File: src/rtl/booth_ppg_seq.sv
// Sequential radix-8 Booth partial-product generator.
// Accepts an unsigned X/Y pair, precomputes the X multiples, then emits one
// partial product per digit (ones'-complement + neg correction bit) with a
// valid/ready handshake on the output side.
module booth_ppg_seq #(
  parameter int unsigned W = 24,
  localparam int unsigned NDIG = W / 3 + 1,
  localparam int unsigned IW = $clog2(NDIG)
) (
  input  logic          clk,
  input  logic          rst_n,
  input  logic          in_valid,
  output logic          in_ready,
  input  logic [W-1:0]  x_i,
  input  logic [W-1:0]  y_i,
  output logic          out_valid,
  input  logic          out_ready,
  output logic [W+2:0]  pp_o,
  output logic          neg_o,
  output logic [IW-1:0] idx_o,
  output logic          last_o
);

  // Y is stored with an appended y[-1] = 0 and zero-extended to 3*NDIG bits.
  localparam int unsigned YW = 3 * NDIG + 1;
  localparam int unsigned MW = W + 2;

  typedef enum logic [1:0] {StIdle, StPrecomp, StEmit} state_e;

  state_e        state_q;
  logic [IW-1:0] idx_q;
  logic          in_ready_q;
  logic          out_valid_q;

  logic [W-1:0]  x_q;
  logic [YW-1:0] y_q;
  logic [MW-1:0] x1_q, x2_q, x3_q, x4_q;

  logic          accept;
  logic          last_digit;
  logic [YW-1:0] y_sh;
  logic [3:0]    trip;
  logic [MW-1:0] mag;
  logic          neg_raw;

  // in_ready_q is only ever high in StIdle, so it doubles as the state qualifier.
  assign accept     = in_valid && in_ready_q;
  assign last_digit = (idx_q == IW'(NDIG - 1));

  // Control FSM: state, digit index and the registered handshake outputs.
  always_ff @(posedge clk) begin
    if (!rst_n) begin
      state_q     <= StIdle;
      idx_q       <= '0;
      in_ready_q  <= 1'b1;
      out_valid_q <= 1'b0;
    end else begin
      unique case (state_q)
        StIdle: begin
          if (accept) begin
            state_q    <= StPrecomp;
            in_ready_q <= 1'b0;
          end
        end
        StPrecomp: begin
          idx_q       <= '0;
          out_valid_q <= 1'b1;
          state_q     <= StEmit;
        end
        StEmit: begin
          if (out_ready) begin
            if (last_digit) begin
              state_q     <= StIdle;
              out_valid_q <= 1'b0;
              in_ready_q  <= 1'b1;
              idx_q       <= '0;
            end else begin
              idx_q <= idx_q + IW'(1);
            end
          end
        end
        default: begin
          state_q     <= StIdle;
          idx_q       <= '0;
          in_ready_q  <= 1'b1;
          out_valid_q <= 1'b0;
        end
      endcase
    end
  end

  // Operand capture, only on an accepted handshake (a reset edge wins).
  always_ff @(posedge clk) begin
    if (rst_n && accept) begin
      x_q <= x_i;
      y_q <= {{(YW - W - 1){1'b0}}, y_i, 1'b0};
    end
  end

  // Multiples of X, computed once per operation during the precompute cycle.
  always_ff @(posedge clk) begin
    if (rst_n && state_q == StPrecomp) begin
      x1_q <= {2'b00, x_q};
      x2_q <= {1'b0, x_q, 1'b0};
      x4_q <= {x_q, 2'b00};
      x3_q <= {1'b0, x_q, 1'b0} + {2'b00, x_q};
    end
  end

  // Booth digit decode from registered Y and index; outputs zero when not valid.
  always_comb begin
    y_sh    = y_q >> (3 * idx_q);
    trip    = y_sh[3:0];
    mag     = '0;
    // Pattern 1111 is digit zero and must not raise the correction bit.
    neg_raw = trip[3] && !(&trip[2:0]);
    unique case (trip)
      4'b0000, 4'b1111:                   mag = '0;
      4'b0001, 4'b0010, 4'b1101, 4'b1110: mag = x1_q;
      4'b0011, 4'b0100, 4'b1011, 4'b1100: mag = x2_q;
      4'b0101, 4'b0110, 4'b1001, 4'b1010: mag = x3_q;
      4'b0111, 4'b1000:                   mag = x4_q;
      default:                            mag = '0;
    endcase

    pp_o  = '0;
    neg_o = 1'b0;
    if (out_valid_q) begin
      neg_o = neg_raw;
      pp_o  = neg_raw ? ~{1'b0, mag} : {1'b0, mag};
    end
  end

  assign in_ready  = in_ready_q;
  assign out_valid = out_valid_q;
  assign idx_o     = idx_q;
  assign last_o    = out_valid_q && last_digit;

endmodule

File: config.mk
export PLATFORM = sky130hd
export DESIGN_NAME = booth_ppg_seq
export DESIGN_NICKNAME = d
export VERILOG_FILES = /design/src/rtl/booth_ppg_seq.sv
export SDC_FILE = /design/constraint.sdc
export NUM_CORES = 1
export LEC_CHECK = 0
export CORE_UTILIZATION = 40
export DETAILED_ROUTE_END_ITERATION = 8
export PLACE_DENSITY = 0.6
export SYNTH_ARGS = -nofsm -noshare
export SYNTH_HDL_FRONTEND = slang
export SYNTH_SLANG_ARGS = --single-unit
File: constraint.sdc
create_clock -name clk -period 5.15 [get_ports clk]
set_input_delay 1.03 -clock clk [delete_from_list [all_inputs] [get_ports clk]]
set_output_delay 1.03 -clock clk [all_outputs]
set_load 0.02 [all_outputs]
# Word level (Yosys, flattened, before mapping)
# Index checks and enable logic that the tools add are counted.
# totals
out_inout_bits	35
wordCells	72
reg_bits	106
in_bits	52
# classes
eq_ne	21
mul	1
n_mux	18
n_bitwise	3
add_sub_neg	2
reduce_logical	18
shifts	1
# op_table
cell	n
case mux 26 bit (5 select lines)	1
two-way mux 27 bit	2
equality test 4 bit, second input constant	9
inverter 26 -> 27 bit	1
adder 25 x 24 -> 26 bit	1
>> shifter 25 x 6 -> 4 bit	1
equality test 4 x 3 -> 1 bit, second input constant	4
OR reduction 4 bit	3
AND reduction 3 bit	3
equality test 4 x 2 -> 1 bit, second input constant	2
two-way mux 4 bit	2
case mux 4 bit (2 select lines)	1
multiplier 2 x 4 -> 6 bit, first input constant	1
two-way mux 1 bit	6
two-way mux 2 bit	3
!= test 2 bit, second input constant	3
case mux 1 bit (3 select lines)	2
case mux 2 bit (3 select lines)	1
logical AND 1 bit	5
adder 4 x 1 -> 4 bit, second input constant	1
equality test 4 x 1 -> 1 bit, second input constant	1
logical NOT 4 bit	1
AND reduction 4 bit	1
OR reduction 2 bit	2
other kinds (6)	7

# Logic depth before layout (Yosys ltp)
# Gate-level depths: netlist of run 1.
# logic_depth
depth_word	8
mapped_depth	17
depth_no_buf	12

# Worst setup path after synthesis of run 1
# No wires, ideal clock.
# synth_path
path_type	register to output
from	reg idx_q[1], in the netlist idx_o[1]
to	out pp_o[10]
arrival_ns	3.682
slack_ns	0.438
path_stages_with_launch	13
required_time_ns	4.120
path_buffers	1
cell_sequence	dfxtp_1 -> ha_1 -> fa_1 -> xor2_4 -> mux4_1 -> mux2i_1 -> mux2i_1 -> or3_4 -> mux2i_4 -> buf_6 -> a22oi_1 -> o21ai_2 -> mux2i_1
# synth_via
elab_chain_cells	8
elab_cells_between_ends	30
cone_classes	1 x mul; 15 x eq/ne; 1 x shift; 3 x mux; 1 x bitwise; 9 x reduce/logical
# synth_lines
element	line_no	text
from (decl)	31	logic [IW-1:0] idx_q;
from (signal assigned)	78	idx_q <= idx_q + IW'(1);
multiplier 2 x 4 -> 6 bit (*)	112	y_sh = y_q >> (3 * idx_q);
>> shifter 25 x 6 -> 4 bit (*)	112	
equality test 4 x 3 -> 1 bit, or another cell as far along	117	unique case (trip)
OR reduction 4 bit / OR reduction 2 bit (equally long branches)	117	
case mux 26 bit (5 select lines)	117	
inverter 26 -> 27 bit	130	pp_o = neg_raw ? ~{1'b0, mag} : {1'b0, mag};
two-way mux 27 bit (*)	130	
two-way mux 27 bit (*)	128	if (out_valid_q) begin
to (decl)	18	output logic [W+2:0] pp_o,
# Mark *: on every way between the ends. The rest lies on a longest branch, timed or not.

# Worst setup path after layout of run 1
# layout_path
from	reg idx_q[0], in the netlist idx_o[0]
to	out pp_o[18]
# Same word-level chain as after synthesis.

==> summary.txt, run 1 <==
Final Hold Vio Count - 0
Most numerous cell in the Yosys netlist - edfxtp_1
FF+latch count, synth - 105
Area growth syn-to-layout - 22.6%
1st-pass router iterations - 4
Multi-input gate area - 3210 um2
Gp weighted congestion - 0.873
Reg-to-reg slack, setup - 1.77 ns
Synth area leaders - edfxtp_1 (45%), mux2i_1 (11%), ha_1 (6.0%)
Clock sink total - 105
Via Count - 4304
CP Cell Sequence - ha_1 > fa_2 > xor2_4 > buf_4 > mux4_2 > o211ai_2 > mux2i_4 > nor3_2 > nand2b_4 > buf_4 > mux2i_1 > o21ai_2 > mux2i_1 > clkbuf_2
Pwr Density - 300 nW/um2
Least-Margin Pin Slew - 1.14 ns
DIE WIDTH - 129 um
Final period utilization - 0.959
Initial antenna violation count - 0
IO Port Bufs - 86
Lkg Pwr - 3.05 nW
Worst Reg-to-Reg Cells - 12
CTS max path bufs - 2
Unique masters post-synth - 68
CTS Buf Count - 9
Slowest cell delay on critical path - 0.51 ns
Hold Crit Depth - 0
Reg-to-reg critical path startpoint - x_q[1]$_DFFE_PP_
Root buffer cell - clkbuf_16
Post-Syn Area per Cell - 12.8 um2
Syn_nets - 590
Antenna Diode Count - 0
Post-DR wirelength/cell - 16.3 um
Reg-to-reg endpoint - x3_q[25]$_DFFE_PP_
Unrepaired setup endpoints after global routing - false
Routed Wire Length - 13400 um
Fin Clk Skew - 0.00896 ns
Worst Path Max Fanout - 10
HP Class - reg -> reg
Ys Warns - 0
Detailed placer's ending HPWL - 9980 um
Leading area contributor after synthesis - edfxtp_1
Synth top cells by count - edfxtp_1 (97), mux2i_1 (72), ha_1 (31)
Vias in the first global route - 4245
Cell count after synthesis - 505
Max_slew headroom - 0.241
Critical path's top delay family - multiplexers
First-pass GRT wire length - 21500 um
Peak supply drop - 172 uV
Hold path start - x_q[9]$_DFFE_PP_
Clk slew on worst S/H paths - 0.07 ns
Core Rows - 46
Largest net degree at the start of global routing - 51
Register area - 3070 um2
Gr ovfl total - 0
Synth Flop Type - edfxtp_1
Ports - 87
Final-report setup violation count - 0
Crit path time final - 4.94 ns
H-tree levels - 3
Die ar. - 16600 um2
CP Data Arrival Time - 3.91 ns
Highest Clock Rate - 202 MHz
Max-slew violations - 0
Setup CP Type - reg -> out
Routed vias/inst - 5.24
DRC marker count from the first detailed-route iteration - 305
Register area share after synthesis - 0.476
Drc violations - 0
Clock latency on the worst-skew pair - 0.36 ns
Setup_tns - 0 ns
CP Buf/Inv Count - 3
Fill cells - 1393
Status - finished, final reports clean
Post-route core utilization - 0.500
Number of synthesized flops with an enable pin - 97
Yosys top cell area share - 0.451
Worst EP required - 4.12 ns
Hold slack - 0.507 ns
Share of cells above drive strength 1 - 0.210
Hold EP - x4_q[11]$_DFFE_PP_
Ys async rst share - 0
Final antenna-violating net count - 0
Crit start category - flop
Core area - 15800 um2
Starting density of the core - 0.408
Crit end category - output port
Power Total - 2.38 mW
Synth Cell Area - 6450 um2
Die Y - 129 um
Total GRT Usage - 0.170
Net count, final - 686
CP max stage cell - mux4_2
Number of max-cap violations - 0
Hold_buf cts - 0
CTS tree - built
## layout by cell type, fill, tap and decap left out, drive strengths merged, types with 3 or more instances in the layout
cell           synthesis  routed
a21o                  14      14
a21oi                 25      25
a22oi                 23      23
a31oi                  3       3
buf                   18      23
clkbuf                 5      33
clkdlybuf4s50          0      58
clkinv                 1       5
dfxtp                  8       8
edfxtp                97      97
ha                    31      31
inv                   17      18
mux2i                 75      75
mux4                  14      14
nand2                 21      21
nand2b                 7       7
nand3                 10      10
nor2                  23      23
nor2b                  4       4
nor3                   4       4
nor3b                  4       4
o21a                   4       4
o21ai                 32      32
o21bai                 3       3
or3                    3       3
xnor2                 17      17
xor2                  10      10
## cells by family (layout without fill, tap and decap cells)
kind of cell	after synthesis	after routing	share of synthesized area
AO/OA/AOI/OAI	120	120	0.133
flip-flops	105	105	0.476
multiplexers	91	91	0.174
AND/OR/NAND/NOR	88	88	0.0713
buffers and inverters	41	142	0.0392
adder cells (fa/ha/maj)	33	33	0.0663
XOR/XNOR	27	27	0.0407
## power breakdown
part	internal [mW]	switching (mW)
sequential	0.976	0.0251
combinational	0.305	0.331
clock	0.427	0.312
total	1.71	0.669
## how the worst max path moves through the flow
stage	start	to	slack (ns)	depth (start not counted)
final	idx_o[0]$_SDFFE_PN0P_	pp_o[18]	0.21	14
after floorplan	idx_o[1]$_SDFFE_PN0P_	pp_o[10]	0.44	12
after global routing	idx_o[0]$_SDFFE_PN0P_	pp_o[18]	0.006	14
after CTS	idx_o[0]$_SDFFE_PN0P_	pp_o[4]	0.008	13
after detailed placement	idx_o[0]$_SDFFE_PN0P_	pp_o[2]	-0.02	13
after global placement	idx_o[0]$_SDFFE_PN0P_	pp_o[2]	0.10	13
## layout make-up
type                    instances  area share
multi-input cells             359       0.405
flip-flops and latches        105       0.388
repair buffers                108       0.123
well taps                     216      0.0342
clock buffers                   9      0.0285
clock inverters                 7      0.0119
inverters                      18     0.00854
## per-stage QoR
step	area (um2)	instances	setup slack, ns
CTS	7920	821	0.00837
global route	7910	822	0.00565
floorplan	6450	505	0.438
finish	7910	822	0.209
detailed placement	7620	805	-0.0164
global placement	7620	805	0.104
## flip-flops by register name, indices dropped and copies added (netlist names)
signal     flops
x3_q          26
x4_q          23
y_q           24
out_valid      1
in_ready       1
idx_o          4
x_q           24
state_q        2
## layer usage
layer  global-route usage  vias up  wire, um
met2                0.257      116      5950
met5                    0        -         0
met1                0.245     2040      6680
met3               0.0248       16       559
li1                     -     2132         -
met4               0.0727        0       255
## repair_timing
item                                    in CTS  in global routing
pin swaps                                    0                  1
resized for setup                           32                 65
setup buffers                                0                  1
endpoints found under the setup margin      28                 28
Power figures use the tool's default switching activity.
==> inputs of run 2 (changes only) <==
Settings changed: CTS_CLUSTER_DIAMETER set to 80, SKIP_CTS_REPAIR_TIMING set to 1.
==> run 2 against run 1 <==
Critical path depth increased by 1; register-to-register slack about the same; maximum frequency shrank 2.6%; sequential share of layout area decreased by 0.76 points.
==> summary.txt, run 2 (synthesis results as in run 1) <==
Crit end category - output port
Ports - 87 (unchanged)
Least-Margin Pin Slew - 1.15 ns (+0.0140 ns)
Number of max-cap violations - 0 (unchanged)
Die ar. - 16600 um2 (unchanged)
Setup CP Type - reg -> out
Total GRT Usage - 0.170 (-0.000451)
Worst Reg-to-Reg Cells - 12 (unchanged)
Root buffer cell - clkbuf_16
Power Total - 2.42 mW (+1.8%)
Reg-to-reg slack, setup - 1.76 ns (about the same)
Hold EP - x4_q[11]$_DFFE_PP_
Fin Clk Skew - 0.00930 ns (+0.000341 ns)
Starting density of the core - 0.408 (unchanged)
NetSw - 0.680 mW (+1.6%)
Routed Wire Length - 13800 um (+2.6%)
Met3 usage - 0.0239 (-0.000826)
IO Port Bufs - 86 (unchanged)
Max_slew headroom - 0.232 (-0.00933)
Crit path from - idx_o[0]$_SDFFE_PN0P_
Via Count - 4324 (+0.46%)
Worst Path Max Fanout - 6 (-4)
Largest regs - x3_q: 26 flops, x_q: 24 flops, y_q: 24 flops
Antenna Diode Count - 0 (unchanged)
CP max stage cell - mux4_2
DIE WIDTH - 129 um (unchanged)
Detailed placer's ending HPWL - 9980 um (unchanged)
Logic pwr share - 0.280 (+0.012)
Core Rows - 46 (unchanged)
Clock power share - 0.306 (-0.005)
CP Buf/Inv Count - 4 (+1)
Final antenna-violating net count - 0 (unchanged)
Seq pwr share - 0.414 (-0.007)
Hold slack - 0.507 ns (+0.0000400 ns)
Final period utilization - 0.985 (+0.0255)
Clock sink total - 105 (unchanged)
1st-pass router iterations - 5 (+1)
Hold path start - x_q[9]$_DFFE_PP_
Final Hold Vio Count - 0 (unchanged)
CTS Buf Count - 9 (unchanged)
Crit path time final - 5.07 ns (+0.131 ns)
Peak supply drop - 168 uV (-2.2%)
Reg-to-reg endpoint - x3_q[25]$_DFFE_PP_
Gp weighted congestion - 0.873 (unchanged)
Area growth syn-to-layout - 25.1%
Setup_tns - 0 ns (unchanged)
Routed vias/inst - 5.20 (-0.62%)
Most common cell after layout, fill and taps aside - edfxtp_1
CP Data Arrival Time - 4.04 ns (+0.13 ns)
Max-slew violations - 0 (unchanged)
Vias in the first global route - 4228 (-0.40%)
Largest net degree at the start of global routing - 51 (unchanged)
Core area - 15800 um2 (unchanged)
Pwr Density - 299 nW/um2 (-0.29%)
Highest Clock Rate - 197 MHz (-2.6%)
CTS tree - built
Worst EP required - 4.12 ns (about the same)
Reg-to-reg critical path startpoint - x_q[0]$_DFFE_PP_
Post-route core utilization - 0.510 (+0.0104)
Clock latency on the worst-skew pair - 0.36 ns (about the same)
Max reg flops - 26 (unchanged)
Clk slew on worst S/H paths - 0.07 ns (about the same)
Status - finished, final reports clean
Unrepaired setup endpoints after global routing - true
First-pass GRT wire length - 21400 um (-0.29%)
Crit start category - flop
Drc violations - 0 (unchanged)
Most frequent cells in the layout - edfxtp_1 (97), mux2i_1 (68), clkdlybuf4s50_1 (58)
HP Class - reg -> reg
Met2 Track Usage GR - 0.256 (-0.00127)
CP Cell Sequence - ha_4 > fa_2 > buf_4 > xor2_4 > mux4_2 > mux2i_4 > mux2i_4 > or3_4 > mux2i_4 > buf_4 > clkbuf_16 > a22oi_1 > o21ai_1 > mux2i_1 > buf_4
Die Y - 129 um (unchanged)
Switch share - 0.281 (-0.000377)
Net count, final - 695 (+1.3%)
H-tree levels - 3 (unchanged)
Critical path's top delay family - multiplexers
Share of cells above drive strength 1 - 0.213 (+0.00344)
CTS max path bufs - 2 (unchanged)
Global-route track usage on met1 - 0.245 (+0.000268)
Final-report setup violation count - 0 (unchanged)
Fill cells - 1374 (-1.4%)
Slowest cell delay on critical path - 0.56 ns (+0.05 ns)
Top reg by flops - x3_q
DRC marker count from the first detailed-route iteration - 300 (-1.6%)
Gr ovfl total - 0 (unchanged)
Internal Power - 1.74 mW (+1.8%)
Lkg Pwr - 3.21 nW (+5.3%)
Hold Crit Depth - 0 (unchanged)
Post-DR wirelength/cell - 16.6 um (+1.4%)
Initial antenna violation count - 0 (unchanged)
Grt peak-use layer - met2
==> run 2: power groups by stage <==
stage	clock [mW]	combinational [mW]	sequential [mW]
floorplan	0	0.464	1.01
global placement	0	0.635	1.02
detailed placement	0	0.640	1.02
CTS	0.756	0.644	1.00
global route	0.785	0.731	1.00
finish	0.740	0.677	1.00
==> run 2: area by class of cell <==
| class | instances | area [um2] | share of cell area |
|---|---|---|---|
| Sequential cell | 105 | 3080 | 0.381 |
| Clock inverter | 7 | 93.8 | 0.0116 |
| Inverter | 18 | 67.6 | 0.00836 |
| Timing Repair Buffer | 117 | 1140 | 0.141 |
| Tap cell | 216 | 270 | 0.0335 |
| Multi-Input combinational cell | 359 | 3210 | 0.397 |
| Clock buffer | 9 | 225 | 0.0279 |
==> run 2: worst max path at each step <==
stage,end,cells after the start
after floorplan,pp_o[10],12
after global placement,pp_o[2],13
after detailed placement,pp_o[2],13
after CTS,pp_o[2],13
after global routing,pp_o[3],17
final,pp_o[4],15
==> run 2: routing by layer <==
layer | routed length, um | share of wire
met1 | 6890 | 0.50
met2 | 6150 | 0.45
met3 | 500 | 0.036
met4 | 242 | 0.018
met5 | 0 | 0
==> run 2: stage by stage <==
| step | setup slack (ns) | instances | instance area [um2] |
|---|---|---|---|
| after floorplan | 0.438 | 505 | 6450 |
| after global placement | 0.104 | 805 | 7620 |
| after detailed placement | -0.0164 | 805 | 7620 |
| after CTS | -0.424 | 821 | 7940 |
| after global routing | -0.0526 | 831 | 8080 |
| final | 0.0779 | 831 | 8080 |
==> inputs of run 3 (changes only) <==
Clock period 5.15 ns to 5.3 ns, I/O delays scaled along.
==> run 3 against run 2 <==
Non-clock buffer count down 12; first-iteration DRC count down 16%; worst setup slack better by 0.091 ns; critical endpoint is now pp_o[2].
==> summary.txt, run 3 (synthesis results as in run 1) <==
HP Class - reg -> reg
Via Count - 4238 (-2.0%)
Crit start category - flop
CTS max path bufs - 2 (unchanged)
Most frequent cells in the layout - edfxtp_1 (97), mux2i_1 (69), clkdlybuf4s50_1 (59)
Highest Clock Rate - 195 MHz
DRC marker count from the first detailed-route iteration - 251 (-16%)
Final WS setup - 0.169 ns (+0.0911 ns)
Post-DR wirelength/cell - 15.9 um (-4.0%)
Gr ovfl total - 0 (unchanged)
CTS tree - built
Hold Crit Depth - 0 (unchanged)
Share of cells above drive strength 1 - 0.148 (-0.0652)
Worst Reg-to-Reg Cells - 12 (unchanged)
Final antenna-violating net count - 0 (unchanged)
Crit end category - output port
Setup WS pre-CTS - 0.120 ns (+0.136 ns)
Switch share - 0.279 (-0.00255)
Final period utilization - 0.968
Most common cell after layout, fill and taps aside - edfxtp_1
Clock power share - 0.289 (-0.017)
Detailed placer's ending HPWL - 9630 um (-3.5%)
Status - finished, final reports clean
Seq pwr share - 0.436 (+0.022)
Internal Power - 1.61 mW (-7.5%)
Metal2 WL - 5790 um (-5.7%)
Die Y - 129 um (unchanged)
Core area - 15800 um2 (unchanged)
Clk slew on worst S/H paths - 0.07 ns (about the same)
Fill cells - 1378 (+0.29%)
Pwr Density - 280 nW/um2 (-6.5%)
Die ar. - 16600 um2 (unchanged)
Clock latency on the worst-skew pair - 0.35 ns (about the same)
Antenna Diode Count - 0 (unchanged)
Max_slew headroom - 0.264 (+0.0321)
DR top layer - met4
Max-slew violations - 0 (unchanged)
Register area - 3070 um2 (-0.12%)
IO Port Bufs - 86 (unchanged)
Root buffer cell - clkbuf_16
Gp weighted congestion - 0.859 (-1.6%)
1st-pass router iterations - 4 (-1)
Core Rows - 46 (unchanged)
DIE WIDTH - 129 um (unchanged)
Initial antenna violation count - 0 (unchanged)
Post-route core utilization - 0.503 (-0.00727)
Least-Margin Pin Slew - 1.10 ns (-0.0482 ns)
Peak supply drop - 166 uV (-1.2%)
Max reg flops - 26 (unchanged)
Final-report setup violation count - 0 (unchanged)
Largest regs - x3_q: 26 flops, x_q: 24 flops, y_q: 24 flops
Starting density of the core - 0.408 (unchanged)
Fin Clk Skew - 0.00841 ns (-0.000889 ns)
Logic pwr share - 0.275 (-0.005)
Multi-input gate area - 3160 um2 (-1.4%)
Largest net degree at the start of global routing - 51 (unchanged)
Routed Wire Length - 13000 um (-5.5%)
Lkg Pwr - 3.40 nW (+5.7%)
Unrepaired setup endpoints after global routing - false
Net count, final - 683 (-1.7%)
Total GRT Usage - 0.165 (-0.00511)
Number of max-cap violations - 0 (unchanged)
Clock sink total - 105 (unchanged)
Vias in the first global route - 4104 (-2.9%)
Top reg by flops - x3_q
Crit path time final - 5.13 ns
CP Data Arrival Time - 4.07 ns (+0.03 ns)
Routed wl met3 - 488 um (-2.4%)
Drc violations - 0 (unchanged)
Ports - 87 (unchanged)
Area growth syn-to-layout - 23.4%
NetSw - 0.621 mW (-8.6%)
Setup CP Type - reg -> out
Setup_tns - 0 ns (unchanged)
Final Hold Vio Count - 0 (unchanged)
Worst Path Max Fanout - 29 (+23)
CTS Buf Count - 9 (unchanged)
Routed length on met1 - 6560 um (-4.8%)
Worst EP required - 4.24 ns (+0.12 ns)
H-tree levels - 3 (unchanged)
Routed vias/inst - 5.18 (-0.43%)
First-pass GRT wire length - 20900 um (-2.7%)
[run 3: changes by cell type in the layout (fill, tap and decap cells not counted), sizes merged]
cell           delta
buf              -20
bufinv            -1
clkbuf           -10
clkdlybuf4s50     +1
clkinv            -2
clkinvlp          +1
dlymetal6s2s     +18
[run 3: cell type report]
class                      instances  area share
tap                              216      0.0339
timing repair buffer             105       0.139
clock buffer                      10      0.0288
clock inverter                     5     0.00691
inverter                          18     0.00849
multi-input combinational        359       0.397
sequential                       105       0.386
[run 3: path summary, 6_finish.rpt]
path / startpoint / to / slack [ns]
worst max-delay path: idx_o[0]$_SDFFE_PN0P_ / pp_o[2] / 0.17
worst min-delay path: x_q[17]$_DFFE_PP_ / x4_q[19]$_DFFE_PP_ / 0.51
worst max register to register: x_q[1]$_DFFE_PP_ / x3_q[25]$_DFFE_PP_ / 1.71
worst min register to register: x_q[17]$_DFFE_PP_ / x4_q[19]$_DFFE_PP_ / 0.51
[run 3: critical path: stages (launching register included)]
cell and delay (ns):
dfxtp_1 0.35, buf_6 0.21, inv_2 0.06, ha_1 0.34
buf_12 0.19, mux2i_1 0.15, mux4_1 0.53, mux2i_2 0.26
mux2i_1 0.19, or3_4 0.37, mux2i_4 0.17, buf_12 0.19
a22oi_1 0.08, o21ai_1 0.16, mux2i_1 0.21, dlymetal6s2s_1 0.25
[run 3: metrics by stage]
stage	area, um2	std cells	hold slack, ns	total power [mW]
floorplan	6450	505	0.433	1.44
global placement	7570	801	0.484	1.59
detailed placement	7570	801	0.485	1.60
CTS	7850	816	0.507	2.25
global route	7960	818	0.524	2.33
finish	7960	818	0.505	2.23
[run 3: per-layer routing]
| metal | vias up | track usage |
|---|---|---|
| met1 | 2011 | 0.238 |
| met5 | - | 0 |
| met4 | 0 | 0.0602 |
| met2 | 80 | 0.252 |
| li1 | 2134 | - |
| met3 | 13 | 0.0239 |
[run 3: power by group through the flow]
| stage | clock [mW] | combinational (mW) | sequential (mW) |
|---|---|---|---|
| final | 0.645 | 0.612 | 0.972 |
| after global placement | 0 | 0.601 | 0.990 |
| after detailed placement | 0 | 0.608 | 0.990 |
| after floorplan | 0 | 0.451 | 0.984 |
| after CTS | 0.663 | 0.611 | 0.972 |
| after global routing | 0.691 | 0.665 | 0.976 |
